**src/rtl/shift_counter_gen.sv**
```systemverilog
// shift_counter_gen: one-hot ring / Johnson shift counter with load, illegal-state correction and wrap pulse
module shift_counter_gen #(
  parameter int WIDTH = 4
) (
  input  logic             clk,
  input  logic             rst,
  input  logic             en,
  input  logic             mode,
  input  logic             dir,
  input  logic             load,
  input  logic [WIDTH-1:0] load_val,
  output logic [WIDTH-1:0] count,
  output logic             wrap,
  output logic             err
);
  logic             mode_q;
  logic [WIDTH-1:0] home, nxt, inv;
  logic             ring_ok, john_ok, legal;
  always_comb begin
    home    = {{(WIDTH-1){1'b0}}, ~mode};
    inv     = ~count;
    ring_ok = (count != '0) && ((count & (count - WIDTH'(1))) == '0);
    john_ok = ((count & (count + WIDTH'(1))) == '0) || ((inv & (inv + WIDTH'(1))) == '0);
    legal   = mode ? john_ok : ring_ok;
    // Johnson differs from ring only by inverting the bit fed back into the vacated end
    nxt     = dir ? {count[0] ^ mode, count[WIDTH-1:1]} : {count[WIDTH-2:0], count[WIDTH-1] ^ mode};
  end
  always_ff @(posedge clk) begin
    if (rst) begin
      count  <= WIDTH'(1);
      mode_q <= 1'b0;
      wrap   <= 1'b0;
      err    <= 1'b0;
    end else if (load) begin
      count  <= load_val;
      mode_q <= mode;
      wrap   <= 1'b0;
      err    <= 1'b0;
    end else if (mode != mode_q) begin
      count  <= home;
      mode_q <= mode;
      wrap   <= 1'b0;
      err    <= 1'b0;
    end else if (!legal) begin
      count <= home;
      wrap  <= 1'b0;
      err   <= 1'b1;
    end else if (en) begin
      count <= nxt;
      wrap  <= (nxt == home);
      err   <= 1'b0;
    end else begin
      wrap <= 1'b0;
      err  <= 1'b0;
    end
  end
endmodule

```
**config.mk**
```make
export PLATFORM = sky130hd
export DESIGN_NAME = shift_counter_gen
export DESIGN_NICKNAME = d
export VERILOG_FILES = /design/src/rtl/shift_counter_gen.sv
export SDC_FILE = /design/constraint.sdc
export NUM_CORES = 1
export LEC_CHECK = 0
export BUFFER_PORTS_ARGS = -buffer_cell sky130_fd_sc_hd__buf_2
export CORE_MARGIN = 2
export CORE_UTILIZATION = 50
export CTS_CLUSTER_SIZE = 8
export DETAILED_ROUTE_END_ITERATION = 12
export PLACE_DENSITY = 0.77
export SYNTH_ARGS = -nofsm -noshare
export SYNTH_HDL_FRONTEND = slang
export SYNTH_SLANG_ARGS = --single-unit
```
**constraint.sdc**
```tcl
create_clock -name clk -period 2.45 [get_ports clk]
set_clock_uncertainty 0.1 [all_clocks]
set_input_delay 0.49 -clock clk [delete_from_list [all_inputs] [get_ports clk]]
set_output_delay 0.49 -clock clk [all_outputs]
set_load 0.01 [all_outputs]
```
# Word level (Yosys, flattened, before mapping)
# Cells that the tools add are included.
# classes
n_addsub,3
eq_ne,3
n_mux,9
bitwise,9
n_reduce_logical,9
# ops
op,n
2-to-1 mux 4 bit,5
bitwise AND 4 bit,3
logical NOT 4 bit,3
adder 4 x 1 -> 4 bit (second input constant),2
OR reduction 5 bit,1
== test 4 x 1 -> 1 bit,1
2-to-1 mux 1 bit,4
!= test 4 x 3 -> 1 bit (second input constant),1
inverter 4 bit,1
nonzero test 4 bit,1
subtractor 4 x 1 -> 4 bit (second input constant),1
inverter 1 bit,3
OR reduction 3 bit,1
nonzero test 2 bit,1
XOR 1 bit,2
logical AND 1 bit,1
logical OR 1 bit,1
!= test 1 bit,1
# totals
register_bits,7
in_bits,10
output_inout_bits,6
elab_cells,37

# Logic depth before layout (Yosys ltp)
# Gate-level depths: netlist of the first run.
# logic_depth
ltp_word,9
mapped_depth,7
ltp_nobuf,5

# Worst setup path before layout of the first run
# OpenSTA, ideal clock, no wires.
# synth_path
kind,input -> register
start,input port dir
end,register count[0]
setup_ns,0.134
t_arrival_ns,1.722
t_required_ns,2.216
setup_slack_ns,0.493
path_stages,6
n_path_buf,1
path_cell_list,clkbuf_1 or4b_1 o21ai_1 a2111oi_0 a2111oi_0 mux2i_1
# synth_via
elab_chain_cells,5
# synth_rtl
item,line,text
start: declaration,9,"input logic dir,"
2-to-1 mux 4 bit,26,"nxt = dir ? {count[0] ^ mode, count[WIDTH-1:1]} : {count[WIDTH-2:0], count[WIDTH-1] ^ mode};"
2-to-1 mux 4 bit,48,end else if (en) begin
2-to-1 mux 4 bit,44,end else if (!legal) begin
2-to-1 mux 4 bit,39,end else if (mode != mode_q) begin
2-to-1 mux 4 bit,34,end else if (load) begin
end signal: assignment,35,count <= load_val;
end signal: assignment,40,count <= home;
end signal: assignment,45,count <= home;
end: declaration,12,"output logic [WIDTH-1:0] count,"
# No other way between the ends. The select of a mux whose other input is x is not followed.
# A chain may end at the register's enable or synchronous reset.

# Final worst setup path of the first run
# layout_path
start,register count[0]
end,register count[3]
# layout_via
elab_chain_cells,9
word_cells_on_any_way,21
classes_between,3 x add/sub; 1 x eq/ne; 6 x mux; 5 x bitwise; 6 x reduce/logical
# layout_rtl
item,line,text
inverter 4 bit,21,inv = ~count;
adder 4 x 1 -> 4 bit,23,john_ok = ((count & (count + WIDTH'(1))) == '0) || ((inv & (inv + WIDTH'(1))) == '0);
bitwise AND 4 bit,23,
logical NOT 4 bit,23,
logical OR 1 bit,23,
2-to-1 mux 1 bit,24,legal = mode ? john_ok : ring_ok;
2-to-1 mux 4 bit,44,
2-to-1 mux 4 bit,39,
2-to-1 mux 4 bit,34,
# Several ways; a longest one is shown, not always the timed one. The select of a mux whose other input is x is not followed.

==> qor.yml, run 1 <==
hold_path_depth: 2
gp_congestion: 0.857
path_buf_inv: 0
grt-ovfl-total: 0
finalSetupViolCount: 0
drc_errors: 0
status: "completed"
yosys-top-cells-area: "dfxtp_1 (22%), mux2i_1 (7.7%), nor2_1 (5.2%), nand2_1 (4.6%), a21oi_1 (3.8%)"
io_pins: 16
synth_top_family_by_area: "simple AND/OR/NAND/NOR gates"
cts_resized: 0
cts-root-buf: "clkbuf_4"
fmax_mhz: 501
place_ws_ns: 0.447
min_period_over_period_pct: 81.5
critPathMaxFanout: 16
wirelength_mm: 1.61
rows: 12
dieHeight_um: 40.1
track_usage_pct: 26.8
crit_path_end_kind: "register"
cts.htree.levels: 1
rsz0062_at_grt: "false"
synth.distinct_cells: 37
postPlaceCellArea_sq_um: 727
synth_seq_cells: 7
syn-cell-area_sq_um: 651
nets: 116
crit_type: "reg -> reg"
min_to: "count[3]$_SDFFE_PP0P_"
io_buffer_count: 15
insertion_delay_ns: 0.26
synth_xor_area_share_pct: 4.04
synth_compound_area_share_pct: 25.4
path_clk_slew_ns: 0.06
synth_warnings: 0
fin_total_pwr_uw: 341
clock_path_buffers: 2
synth_adder_area_share_pct: 0
synth-seq-area-share_pct: 21.5
min_period_ns: 2.00
cap_violations: 0
final_common_cell: "buf_2"
drtIter0Drc: 24
cp_slowest_cell: "dfxtp_1"
antenna_found_initial: 0
dr.pass1.iters: 4
ctsHoldBuffers: 0
num_vias: 710
fin_util_pct: 65.2
syn_avg_cell_area_sq_um: 7.07
worst_r2r_endpoint: "count[3]$_SDFFE_PP0P_"
power_density_nw_per_um2: 452
peakVddDrop_mv: 0.313
clock-sinks: 7
finalHoldViolations: 0
syn_inst: 92
drv_slew: 0
vias_per_cell: 5.97
worst_pin_slew_ns: 0.511
rr_worst_depth: 5
synth_top_area_cell: "dfxtp_1"
slowest_delay_ns: 0.47
crit_family: "simple AND/OR/NAND/NOR gates"
fp.dieArea_sq_um: 1610
post_route_cells_drive_above_1_share_pct: 20.0
ant_nets: 0
cellLeakagePower_uw: 0.000326
fp.dieW_um: 40.1
muxShareOfSynthArea_pct: 7.69
r2r-start: "count[0]$_SDFFE_PP1P_"
postCtsSetupBuffers: 0
core_area_sq_um: 1160
initial_core_util_pct: 56.3
required_ns: 2.54
hold_start: "rst"
cts_buffers: 3
grt_pass1_vias: 630
wire_per_inst_um: 13.5
setup_slack_ns: 0.454
syn_to_final_growth_pct: 15.8
syn_nets: 102
cts_tree: "done"
final_cell_mix: "buf_2 (15), nor2_1 (9), nand2_1 (8)"
dp_hpwl_mm: 1.15
synthDominantCellAreaShare_pct: 21.5
relSlewSlack_pct: 65.9
grt_pass1_wl_mm: 2.78
hold_class: "in -> reg"
n_antenna_cell: 0
crit_chain: "or3b_1 > o21bai_1 > and4_1 > or3_1 > a21oi_1"
final_area_sq_um: 753
cp_data_arrival_time_ns: 2.09
start_kind: "register"
rrSetupSlack_ns: 0.45
finalSetupTns_ns: 0
synth-simple-area-share_pct: 33.7
grt_max_degree: 17
==> sequential cells by signal, indices dropped and copies added (netlist names) <==
signal,cells
err,1
wrap,1
mode_q,1
count,4
==> worst reg2reg max path, cell delays in order, from the launching register on <==
cell	delay, ns
dfxtp_1	0.47
or3b_1	0.47
o21bai_1	0.19
and4_1	0.22
or3_1	0.34
a21oi_1	0.14
==> final cells by class <==
type / count / area (sq um)
Timing Repair Buffer: 18 / 97.6
Clock buffer: 4 / 26.3
Multi-Input combinational cell: 73 / 460
Fill cell: 106 / 403
Tap cell: 14 / 17.5
Sequential cell: 7 / 140
Inverter: 3 / 11.3
==> cell usage after synthesis <==
master / instances
nor2_1: 9
nand2_1: 8
dfxtp_1: 7
a21oi_1: 5
mux2i_1: 5
buf_2: 4
nor3_1: 4
o21ai_1: 4
a211oi_1: 3
clkbuf_1: 3
inv_1: 3
nand2b_1: 3
a2111oi_0: 2
a31oi_1: 2
and2_1: 2
buf_1: 2
nor3b_1: 2
nor4b_1: 2
o21bai_1: 2
or3_1: 2
xnor2_1: 2
a21o_1: 1
a22o_1: 1
a32oi_1: 1
and3_1: 1
and4_1: 1
nand4_1: 1
nor2b_1: 1
nor4_1: 1
o2111ai_1: 1
o211ai_1: 1
o21ai_0: 1
o22ai_1: 1
or2_1: 1
or3b_1: 1
or4b_1: 1
xor2_1: 1
==> worst max path at each step <==
stage | endpoint | start | cells after the start
after global placement | count[3]$_SDFFE_PP0P_ | count[0]$_SDFFE_PP1P_ | 5
final | count[3]$_SDFFE_PP0P_ | count[0]$_SDFFE_PP1P_ | 5
after global routing | count[0]$_SDFFE_PP1P_ | count[0]$_SDFFE_PP1P_ | 5
after floorplan | count[0]$_SDFFE_PP1P_ | dir | 6
after detailed placement | count[0]$_SDFFE_PP1P_ | dir | 6
after CTS | count[3]$_SDFFE_PP0P_ | count[0]$_SDFFE_PP1P_ | 5
==> cell families after synthesis <==
logic type | after synthesis
muxes | 5
and+or+nand+nor | 40
DFF | 7
xor gates and xnor gates | 3
buffers and inverters | 12
AOI/OAI and AO/OA | 25
==> stage by stage <==
step,instances,hold slack [ns]
floorplan,92,0.457
global placement,115,0.626
detailed placement,115,0.637
CTS,119,0.366
global route,119,0.368
finish,119,0.369
==> layer usage <==
metal  up-vias  routed length (um)  GRT usage, %
met5         -                   0             0
met4         0                  25          10.3
met3         4                  98          8.89
met2        22                 743          43.5
met1       320                 745          32.3
li1        364                   -             -
==> power by group <==
group	internal, uW	switching [uW]
registers	120	15.4
clock network	62.5	47.2
logic	44.5	51.1
Note: power is estimated with default switching activity, not from simulation.
==> run 2, diff against run 1 <==
clock period = 2 ns   (was 2.45 ns; I/O delays follow)
==> run 2 against run 1 <==
  * Core utilization is 2.1 points higher
  * Register-to-register slack lost 0.33 ns
  * Clock power grew 25%
  * Final cell count increased by 2.5%
  * Critical path depth did not move
  * Via count is 5.6% higher
  * Sequential power grew 16%
  * Global-route usage is 1.2 points higher
  * Combinational power rose by 42%
  * Worst hold slack worse by 0.076 ns
  * First-iteration DRC count is 58% higher
  * Largest power group unchanged
==> qor.yml, run 2 (synthesized netlist as in run 1, its figures left out) <==
place_ws_ns: 0.0435
swShare_pct: 34.1
vias_per_cell: 6.15
path_clk_slew_ns: 0.06
grt_pass1_vias: 671
syn_to_final_growth_pct: 19.4
grt-ovfl-total: 0
nets: 119
power_density_nw_per_um2: 554
wire_per_inst_um: 14.8
largest_reg_flops: 4
clock_path_buffers: 2
top_register: "count"
fmax_mhz: 533
ant_nets: 0
final_common_cell: "buf_2"
dp_hpwl_mm: 1.27
postPlaceCellArea_sq_um: 749
status: "completed"
crit_path_end_kind: "register"
power_frac_comb_pct: 31.5
core_area_sq_um: 1160
dr.pass1.iters: 4
grt_max_degree: 16
rrSetupSlack_ns: 0.12
postCtsSetupBuffers: 0
ctsHoldBuffers: 0
cts_tree: "done"
drc_errors: 0
initial_core_util_pct: 56.3
num_vias: 750
antenna_found_initial: 0
io_buffer_count: 15
hold_class: "in -> reg"
start_kind: "register"
clock-sinks: 7
finalSetupTns_ns: 0
cts_resized: 0
n_antenna_cell: 0
cap_violations: 0
post_route_cells_drive_above_1_share_pct: 22.2
fp.dieW_um: 40.1
drv_slew: 0
critPathMaxFanout: 7
finalHoldViolations: 0
required_ns: 2.03
final_cell_mix: "buf_2 (15), nor2_1 (9), nand2_1 (8)"
cellLeakagePower_uw: 0.000340
pwr-share-seq_pct: 36.7
p_int_uw: 284
min_period_over_period_pct: 93.8
grt_pass1_wl_mm: 2.93
drtIter0Drc: 38
cts-root-buf: "clkbuf_4"
worst_pin_slew_ns: 0.422
setup_slack_ns: 0.123
cts_buffers: 3
insertion_delay_ns: 0.26
track_usage_pct: 28.1
clockPowerShare_pct: 31.8
crit_type: "reg -> reg"
min_period_ns: 1.88
gp_congestion: 0.892
rsz0062_at_grt: "false"
cts.htree.levels: 1
rows: 12
wirelength_mm: 1.80
dieHeight_um: 40.1
io_pins: 16
cp_data_arrival_time_ns: 1.91
switching_power_uw: 147
final_area_sq_um: 777
fp.dieArea_sq_um: 1610
relSlewSlack_pct: 71.1
finalSetupViolCount: 0
peakVddDrop_mv: 0.331
[run 2: cell types whose count changed in the layout (fill, tap and decap cells not counted)]
cell / before / now
buf_4: 3 / 6
a2111oi_1: 0 / 1
a2111oi_0: 2 / 1
[run 2: stage by stage]
stage / util, % / cells / power [uW] / hold WS, ns
floorplan: - / 92 / 251 / 0.367
global placement: 64.8 / 118 / 289 / 0.555
detailed placement: 64.8 / 118 / 293 / 0.564
CTS: 67.1 / 122 / 431 / 0.288
global route: 67.2 / 122 / 460 / 0.298
finish: 67.2 / 122 / 431 / 0.293
[run 2: final cells by class]
type | count | area [sq um]
clock buffer | 4 | 26.3
fill | 94 | 379
inverter | 3 | 11.3
multi-input combinational | 73 | 462
sequential | 7 | 140
tap | 14 | 17.5
timing repair buffer | 21 | 120
[run 2: power by group through the flow]
stage                     clock, uW  sequential [uW]  combinational [uW]
final                           137              158                 136
after global routing            151              159                 150
after CTS                       140              158                 133
after detailed placement          0              161                 132
after global placement            0              160                 129
after floorplan                   0              161                90.2
[run 2: worst paths after layout]
| path | start | endpoint | cells after the start |
|---|---|---|---|
| worst max-delay path | count[0]$_SDFFE_PP1P_ | count[0]$_SDFFE_PP1P_ | 5 |
| worst max register to register | count[0]$_SDFFE_PP1P_ | count[0]$_SDFFE_PP1P_ | 5 |
| worst min-delay path | load_val[3] | count[3]$_SDFFE_PP0P_ | 3 |
| worst min register to register | count[2]$_SDFFE_PP0P_ | err$_SDFF_PP0_ | 2 |
[run 2: critical path, stage by stage, from the launching register on]
cell and delay (ns):
dfxtp_1 0.38, or3b_1 0.42, nor3b_1 0.23, a2111oi_0 0.11
a2111oi_1 0.40, mux2i_1 0.12
[run 2: metal layers]
| metal | vias up | routed length [um] | global-route usage, % |
|---|---|---|---|
| li1 | 369 | - | - |
| met1 | 330 | 741 | 33.6 |
| met2 | 49 | 876 | 45.6 |
| met3 | 2 | 174 | 10.0 |
| met4 | 0 | 10 | 10.3 |
| met5 | - | 0 | 0 |
